`config.mk`:
```
export PLATFORM = sky130hd
export DESIGN_NAME = arith_issue_sched
export DESIGN_NICKNAME = d
export VERILOG_FILES = /design/src/rtl/arith_issue_sched_pkg.sv /design/src/rtl/arith_issue_sched_age_select.sv /design/src/rtl/arith_issue_sched.sv
export SDC_FILE = /design/constraint.sdc
export NUM_CORES = 2
export LEC_CHECK = 0
export CORE_ASPECT_RATIO = 0.9
export CORE_MARGIN = 1
export CORE_UTILIZATION = 25
export DETAILED_ROUTE_END_ITERATION = 7
export PLACE_DENSITY = 0.48
export SLEW_MARGIN = 20
export SYNTH_ARGS = -nofsm -noshare
export SYNTH_HDL_FRONTEND = slang
export SYNTH_SLANG_ARGS = --single-unit
```
`constraint.sdc`:
```
create_clock -name clk -period 7.1 [get_ports clk]
set_input_delay 1.065 -clock clk [delete_from_list [all_inputs] [get_ports clk]]
set_output_delay 1.065 -clock clk [all_outputs]
set_load 0.03 [all_outputs]
```
`src/rtl/arith_issue_sched_pkg.sv`:
```
// Shared types for the arithmetic issue queue: ALU op codes, queue entry layout
// and the default widths used by the scheduler.
package arith_issue_sched_pkg;

  localparam int AIQ_PREG_W = 6;
  localparam int AIQ_OP_W   = 4;
  localparam int AL_SIZE    = 32;
  localparam int AIQ_AL_W   = $clog2(AL_SIZE);

  typedef enum logic [AIQ_OP_W-1:0] {
    ALUCTL_ADD  = 4'd0,
    ALUCTL_SUB  = 4'd1,
    ALUCTL_AND  = 4'd2,
    ALUCTL_OR   = 4'd3,
    ALUCTL_XOR  = 4'd4,
    ALUCTL_SLL  = 4'd5,
    ALUCTL_SRL  = 4'd6,
    ALUCTL_SRA  = 4'd7,
    ALUCTL_SLT  = 4'd8,
    ALUCTL_SLTU = 4'd9,
    ALUCTL_LUI  = 4'd10
  } aluctl_e;

  typedef struct packed {
    logic [AIQ_OP_W-1:0]   op;
    logic                  uses_imm;
    logic [31:0]           imm;
    logic [AIQ_PREG_W-1:0] rs1;
    logic                  rs1_rdy;
    logic [AIQ_PREG_W-1:0] rs2;
    logic                  rs2_rdy;
    logic [AIQ_PREG_W-1:0] rd;
    logic                  uses_rd;
    logic [AIQ_AL_W-1:0]   al_idx;
  } aiq_entry_t;

endpackage

```
`src/rtl/arith_issue_sched_age_select.sv`:
```
// Age matrix for the issue queue; picks the oldest and second-oldest
// candidates as one-hot vectors.
module arith_issue_sched_age_select #(
  parameter int DEPTH = 8
) (
  input  logic                                clk,
  input  logic                                rst_n,
  input  logic                                flush,
  input  logic [DEPTH-1:0]                    vld,
  input  logic [DEPTH-1:0]                    cand,
  input  logic [1:0]                          wr_en,
  input  logic [1:0][$clog2(DEPTH)-1:0]       wr_idx,
  output logic [DEPTH-1:0]                    oldest,
  output logic [DEPTH-1:0]                    second
);

  localparam int IDX_W = $clog2(DEPTH);

  // age_q[i][j] = 1 : entry i is older than entry j
  logic [DEPTH-1:0] age_q [DEPTH];
  logic [DEPTH-1:0] hit;
  logic [DEPTH-1:0] rest;

  always_comb begin
    hit = '0;
    for (int i = 0; i < DEPTH; i++) begin
      hit[i] = (wr_en[0] && wr_idx[0] == IDX_W'(i)) ||
               (wr_en[1] && wr_idx[1] == IDX_W'(i));
    end
  end

  always_comb begin
    logic blk;
    oldest = '0;
    second = '0;
    rest   = '0;
    blk    = 1'b0;
    for (int i = 0; i < DEPTH; i++) begin
      blk = 1'b0;
      for (int j = 0; j < DEPTH; j++) begin
        if (j != i && cand[j] && age_q[j][i]) blk = 1'b1;
      end
      oldest[i] = cand[i] & ~blk;
    end
    rest = cand & ~oldest;
    for (int i = 0; i < DEPTH; i++) begin
      blk = 1'b0;
      for (int j = 0; j < DEPTH; j++) begin
        if (j != i && rest[j] && age_q[j][i]) blk = 1'b1;
      end
      second[i] = rest[i] & ~blk;
    end
  end

  // A newly written entry is younger than everything already present and
  // than the older dispatch slot written alongside it.
  always_ff @(posedge clk or negedge rst_n) begin
    if (!rst_n) begin
      for (int i = 0; i < DEPTH; i++) age_q[i] <= '0;
    end else if (flush) begin
      for (int i = 0; i < DEPTH; i++) age_q[i] <= '0;
    end else begin
      for (int i = 0; i < DEPTH; i++) begin
        for (int j = 0; j < DEPTH; j++) begin
          if (hit[i]) begin
            age_q[i][j] <= wr_en[0] && wr_en[1] &&
                           wr_idx[0] == IDX_W'(i) && wr_idx[1] == IDX_W'(j);
          end else if (hit[j] && vld[i]) begin
            age_q[i][j] <= 1'b1;
          end
        end
      end
    end
  end

endmodule

```
`src/rtl/arith_issue_sched.sv`:
```
// Arithmetic issue queue and scheduler: holds renamed ALU uops until their
// sources are ready and issues the two oldest ready ones per cycle.
module arith_issue_sched
  import arith_issue_sched_pkg::*;
#(
  parameter int DEPTH  = 8,
  parameter int PREG_W = AIQ_PREG_W,
  parameter int OP_W   = AIQ_OP_W,
  parameter int AL_W   = AIQ_AL_W
) (
  input  logic                      clk,
  input  logic                      rst_n,
  input  logic                      if_recall,
  input  logic [1:0]                disp_valid,
  input  logic [1:0][OP_W-1:0]      disp_op,
  input  logic [1:0]                disp_uses_imm,
  input  logic [1:0][31:0]          disp_imm,
  input  logic [1:0][PREG_W-1:0]    disp_rs1,
  input  logic [1:0]                disp_rs1_rdy,
  input  logic [1:0][PREG_W-1:0]    disp_rs2,
  input  logic [1:0]                disp_rs2_rdy,
  input  logic [1:0][PREG_W-1:0]    disp_rd,
  input  logic [1:0]                disp_uses_rd,
  input  logic [1:0][AL_W-1:0]      disp_al_idx,
  output logic                      disp_ready,
  input  logic [1:0]                wb_valid,
  input  logic [1:0][PREG_W-1:0]    wb_rd,
  output logic [1:0]                iss_valid,
  output logic [1:0][OP_W-1:0]      iss_op,
  output logic [1:0]                iss_uses_imm,
  output logic [1:0][31:0]          iss_imm,
  output logic [1:0][PREG_W-1:0]    iss_rs1,
  output logic [1:0][PREG_W-1:0]    iss_rs2,
  output logic [1:0][PREG_W-1:0]    iss_rd,
  output logic [1:0]                iss_uses_rd,
  output logic [1:0][AL_W-1:0]      iss_al_idx,
  output logic [$clog2(DEPTH):0]    occupancy
);

  localparam int IDX_W = $clog2(DEPTH);
  localparam int OCC_W = IDX_W + 1;

  function automatic logic wb_hit(input logic [PREG_W-1:0] tag,
                                  input logic [1:0] wv,
                                  input logic [1:0][PREG_W-1:0] wr);
    return (wv[0] && wr[0] == tag) || (wv[1] && wr[1] == tag);
  endfunction

  aiq_entry_t                  ent_q [DEPTH];
  aiq_entry_t                  new_ent [2];
  logic [DEPTH-1:0]            vld_q;
  logic [DEPTH-1:0]            cand, sel0, sel1, wr_mask;
  logic [1:0][DEPTH-1:0]       lane_sel;
  logic [1:0]                  lane_hit;
  logic [1:0]                  wr_en;
  logic [1:0][IDX_W-1:0]       wr_idx;
  logic [IDX_W-1:0]            free0, free1;
  logic                        found0, found1;
  logic [OCC_W-1:0]            n_wr, n_iss;

  assign disp_ready = occupancy <= OCC_W'(DEPTH - 2);
  assign wr_en      = disp_valid & {2{disp_ready & ~if_recall}};

  // Two lowest free slots, from registered validity only.
  always_comb begin
    free0  = '0;
    free1  = '0;
    found0 = 1'b0;
    found1 = 1'b0;
    for (int i = 0; i < DEPTH; i++) begin
      if (!vld_q[i]) begin
        if (!found0) begin
          free0  = IDX_W'(i);
          found0 = 1'b1;
        end else if (!found1) begin
          free1  = IDX_W'(i);
          found1 = 1'b1;
        end
      end
    end
  end

  assign wr_idx[0] = free0;
  assign wr_idx[1] = wr_en[0] ? free1 : free0;

  always_comb begin
    for (int k = 0; k < 2; k++) begin
      new_ent[k].op       = disp_op[k];
      new_ent[k].uses_imm = disp_uses_imm[k];
      new_ent[k].imm      = disp_imm[k];
      new_ent[k].rs1      = disp_rs1[k];
      new_ent[k].rs1_rdy  = disp_rs1_rdy[k] || disp_rs1[k] == '0 ||
                            wb_hit(disp_rs1[k], wb_valid, wb_rd);
      new_ent[k].rs2      = disp_rs2[k];
      new_ent[k].rs2_rdy  = disp_rs2_rdy[k] || disp_uses_imm[k] || disp_rs2[k] == '0 ||
                            wb_hit(disp_rs2[k], wb_valid, wb_rd);
      new_ent[k].rd       = disp_rd[k];
      new_ent[k].uses_rd  = disp_uses_rd[k];
      new_ent[k].al_idx   = disp_al_idx[k];
    end
  end

  always_comb begin
    cand    = '0;
    wr_mask = '0;
    for (int i = 0; i < DEPTH; i++) begin
      cand[i]    = vld_q[i] & ent_q[i].rs1_rdy & ent_q[i].rs2_rdy;
      wr_mask[i] = (wr_en[0] && wr_idx[0] == IDX_W'(i)) ||
                   (wr_en[1] && wr_idx[1] == IDX_W'(i));
    end
  end

  arith_issue_sched_age_select #(.DEPTH(DEPTH)) u_age (
    .clk    (clk),
    .rst_n  (rst_n),
    .flush  (if_recall),
    .vld    (vld_q),
    .cand   (cand),
    .wr_en  (wr_en),
    .wr_idx (wr_idx),
    .oldest (sel0),
    .second (sel1)
  );

  assign lane_sel = {sel1, sel0};
  assign lane_hit = {|sel1, |sel0};
  assign n_wr     = OCC_W'(wr_en[0]) + OCC_W'(wr_en[1]);
  assign n_iss    = OCC_W'(lane_hit[0]) + OCC_W'(lane_hit[1]);

  // Entry payload: dispatch write, otherwise wakeup of pending sources.
  always_ff @(posedge clk) begin
    for (int i = 0; i < DEPTH; i++) begin
      if (wr_en[0] && wr_idx[0] == IDX_W'(i)) begin
        ent_q[i] <= new_ent[0];
      end else if (wr_en[1] && wr_idx[1] == IDX_W'(i)) begin
        ent_q[i] <= new_ent[1];
      end else begin
        if (wb_hit(ent_q[i].rs1, wb_valid, wb_rd)) ent_q[i].rs1_rdy <= 1'b1;
        if (wb_hit(ent_q[i].rs2, wb_valid, wb_rd)) ent_q[i].rs2_rdy <= 1'b1;
      end
    end
  end

  always_ff @(posedge clk or negedge rst_n) begin
    if (!rst_n) begin
      vld_q     <= '0;
      occupancy <= '0;
    end else if (if_recall) begin
      vld_q     <= '0;
      occupancy <= '0;
    end else begin
      vld_q     <= (vld_q & ~sel0 & ~sel1) | wr_mask;
      occupancy <= occupancy + n_wr - n_iss;
    end
  end

  // Issue stage boundary: selected entries registered onto the lanes.
  always_ff @(posedge clk or negedge rst_n) begin
    if (!rst_n) begin
      iss_valid    <= '0;
      iss_op       <= '0;
      iss_uses_imm <= '0;
      iss_imm      <= '0;
      iss_rs1      <= '0;
      iss_rs2      <= '0;
      iss_rd       <= '0;
      iss_uses_rd  <= '0;
      iss_al_idx   <= '0;
    end else if (if_recall) begin
      iss_valid <= '0;
    end else begin
      iss_valid <= lane_hit;
      for (int l = 0; l < 2; l++) begin
        for (int i = 0; i < DEPTH; i++) begin
          if (lane_sel[l][i]) begin
            iss_op[l]       <= ent_q[i].op;
            iss_uses_imm[l] <= ent_q[i].uses_imm;
            iss_imm[l]      <= ent_q[i].imm;
            iss_rs1[l]      <= ent_q[i].rs1;
            iss_rs2[l]      <= ent_q[i].rs2;
            iss_rd[l]       <= ent_q[i].rd;
            iss_uses_rd[l]  <= ent_q[i].uses_rd;
            iss_al_idx[l]   <= ent_q[i].al_idx;
          end
        end
      end
    end
  end

endmodule

```
==> results.md <==
- CTS resizes: 0
- Final Worst Setup Slack: between 1500 and 2000 ps
- Ys async rst share: between 20% and 30%
- Status: finished, final reports clean
- PD cells: roughly 250 nW/um2
- First drt pass iteration count: 5
- Mapped Nets: about 3,800
- Initial antenna violation count: 8
- H-tree lvl count: 3
- Peak VDD IR: 212 uV
- Post-synth EDFFs: 504
- Yosys warns: 0
- Actual slew at the worst max-slew pin: 1170 ps
- Largest net degree at the start of global routing: roughly 110
- I/O pins: around 270
- RSZ-0062 raised after global routing: no
- Routed WL per cell: 28.7 um
- Seq cells post-synth: a little under 700
- Synth Area per Inst: roughly 11 um2
- Via count: approximately 33,000
- Fin cells: 5,975
- Die Y: around 380 um
- Residual DRC: 0
- M3 GR Usage: about 3.3%
- Port Buffers: about 270
- Rel. slew slack: between 20% and 30%
- Final Hold Viols: 0
- DP HPWL: about 110 mm
- Num CTS Buffers: 86
- Via density: roughly 5.5
- CP startpoint kind: flop
- Sequential element share of the synthesized area: about half
- Main synth FF type: edfxtp_1
- Overflow after GRT: 0
- Highest clock rate: between 150 and 200 MHz
- Die width: about 420 um
- Met2 Resource Use GR: between 30% and 40%
- Critical setup path kind: reg -> reg
- CTS Hold Bufs: 0
- GR peak layer: met2
- CP Buf/Inv Count: 3
- Global-route wire length before repair: between 200 and 250 mm
- Area growth syn-to-layout: 20.1%
- Final worst-path cycle share: between 70% and 80%
- Clock transition at path regs: approximately 60 ps
- Final Wtd Congestion: about 0.94
- Starting Density: about 25%
- CP Max Fanout: 42
- CP delay by family, top: buffers and inverters
- Rows: 139
- Period minus WS final: 5330 ps
- Cell Area, Synth: between 40,000 and 50,000 um2
- Area of the core: 160,000 um2
- # diodes: 0
- Detailed Route WL: between 150 and 200 mm
- Clock sinks: slightly below 700
- Max Transition Viols Final: 0
- Cells after Synth: about 3,700
- Drt initial violations: approximately 3,200
- Placed insts: 5,816
- Endpoint class of the critical path: flop
- Util after Layout: 30.2%
- Nets@finish: slightly below 4,000
- Power, Total: 12.1 mW
- Global Route met1 Usage: ~28%
- Die ar.: between 150,000 and 200,000 um2
- Slowest CP cell: dfrtp_1
- Leak: 16.6 nW
- Placement Setup Slack: roughly 1700 ps
- Clock latency on the worst-skew pair: just over 700 ps
- Worst stage delay on the critical path: 790 ps
- Setup TNS: 0 ps
- Vias in the first global route: 32,600
- Total global-route track usage: 20.6%
- Worst Path Required: just under 8000 ps
- Longest Clk Path Bufs: 3
- Crit path DAT: 5920 ps
- Class of the worst hold path: in -> async
- Root buffer cell: clkbuf_16
- Synth cell types: 75
- Setup Skew: ~33 ps
- Layout cells sized above 1: between 10% and 20%
- Final setup fails: 0
- MaxCap Viol Count: 0
- Final ANT Viol Nets: 0
- CTS tree: built
- Crit-path cells: ha_1 > maj3_1 > a31oi_1 > a221o_1 > a211oi_1 > o21ai_0 > or2_4 > clkinv_2 > nor2_1 > inv_4 > buf_4 > a21oi_1 > o22ai_1
- Setup bufs post-CTS: 0
==> cells in the mapped netlist (all sizes together), types with 6 or more instances <==
| cell | instances | share of area, % |
|---|---|---|
| edfxtp | 504 | 38 |
| mux2 | 428 | 12 |
| nor2 | 374 | 3.5 |
| clkbuf | 279 | 2.6 |
| a21oi | 251 | 3.1 |
| nand2 | 224 | 2.1 |
| dfrtp | 192 | 12 |
| o22ai | 166 | 2.6 |
| a211oi | 125 | 2.3 |
| xnor2 | 125 | 2.7 |
| mux2i | 123 | 3.1 |
| xor2 | 116 | 2.5 |
| nand4 | 85 | 1.3 |
| o21ai | 82 | 1.0 |
| a221o | 67 | 1.7 |
| o211ai | 66 | 1.2 |
| a221oi | 61 | 1.3 |
| a311oi | 59 | 1.6 |
| buf | 58 | 0.70 |
| nor4 | 44 | 0.68 |
| inv | 32 | 0.30 |
| nor3 | 18 | 0.24 |
| nand2b | 16 | 0.25 |
| nand3 | 15 | 0.19 |
| and3 | 13 | 0.20 |
| or2 | 13 | 0.20 |
| a31oi | 12 | 0.22 |
| o221ai | 10 | 0.22 |
| o21a | 8 | 0.15 |
| or3 | 8 | 0.12 |
| o2111ai | 7 | 0.15 |
| o21bai | 7 | 0.13 |
| and4 | 6 | 0.13 |
| ha | 6 | 0.19 |
==> area by class of cell <==
class                      count  area (um2)
fill                       16400      111000
clock buffer                 126        2470
timing repair buffer         366        3630
sequential                   696       19900
multi-input combinational   2604       19100
inverter                      35         135
clock inverter                33         385
tap                         2115        2650
==> kinds of logic (layout without fill, tap and decap cells) <==
| kind of cell | Yosys count | after routing | synth area share [%] |
|---|---|---|---|
| XOR/XNOR | 241 | 241 | 5.25 |
| flip-flops | 696 | 696 | 49.6 |
| buffers and inverters | 372 | 560 | 3.63 |
| AND/OR/NAND/NOR | 833 | 833 | 9.23 |
| multiplexers | 551 | 551 | 15.0 |
| adder cells (fa/ha/maj) | 10 | 10 | 0.361 |
| AO/OA/AOI/OAI | 969 | 969 | 16.9 |
==> through the flow <==
| step | hold WS (ps) | area, um2 |
|---|---|---|
| after CTS | 411 | 48300 |
| final | 430 | 48300 |
| after detailed placement | 492 | 45400 |
| after floorplan | 463 | 40200 |
| after global placement | 485 | 45400 |
| after global routing | 448 | 48300 |
==> placed cells by master (no fill, tap or decap), types with 86 or more instances in the layout <==
master           count
edfxtp_1           504
mux2_2             428
nor2_1             370
clkdlybuf4s50_1    272
a21oi_1            251
nand2_1            223
dfrtp_1            192
o22ai_1            164
xnor2_1            125
a211oi_1           125
mux2i_1            123
xor2_1             116
clkbuf_16           86
==> worst paths after layout <==
check | start | end | slack [ps] | cells past startpoint
max in group asynchronous | rst_n | iss_imm[45]$_DFFE_PN0P_ | 5400 | 2
min | rst_n | u_age.age_q[33]$_DFFE_PN0P_ | 430 | 1
min reg2reg | u_age.age_q[3]$_DFFE_PN0P_ | u_age.age_q[3]$_DFFE_PN0P_ | 500 | 2
max reg2reg | vld_q[1]$_DFF_PN0_ | u_age.age_q[23]$_DFFE_PN0P_ | 1770 | 13
max | vld_q[1]$_DFF_PN0_ | u_age.age_q[23]$_DFFE_PN0P_ | 1770 | 13
min in group clk | u_age.age_q[3]$_DFFE_PN0P_ | u_age.age_q[3]$_DFFE_PN0P_ | 500 | 2
==> where the power goes <==
group | internal [mW] | switching, mW
clock | 2.64 | 1.90
combinational | 1.04 | 1.47
sequential | 4.74 | 0.267
==> per-layer routing <==
layer  routed length [um]  share of wire (%)
met5                   42              0.024
met4                 5680                3.3
met3                10700                6.2
met2                78500                 46
met1                76600                 45
==> flip-flops by register name, summed over array words and instances (netlist names) <==
name / count
iss_op: 8
iss_valid: 2
occupancy: 4
ent_q: 504
iss_rs1: 12
vld_q: 8
iss_uses_rd: 2
iss_imm: 64
iss_rd: 12
iss_uses_imm: 2
u_age.age_q: 56
iss_rs2: 12
iss_al_idx: 10
Power figures use the tool's default switching activity.
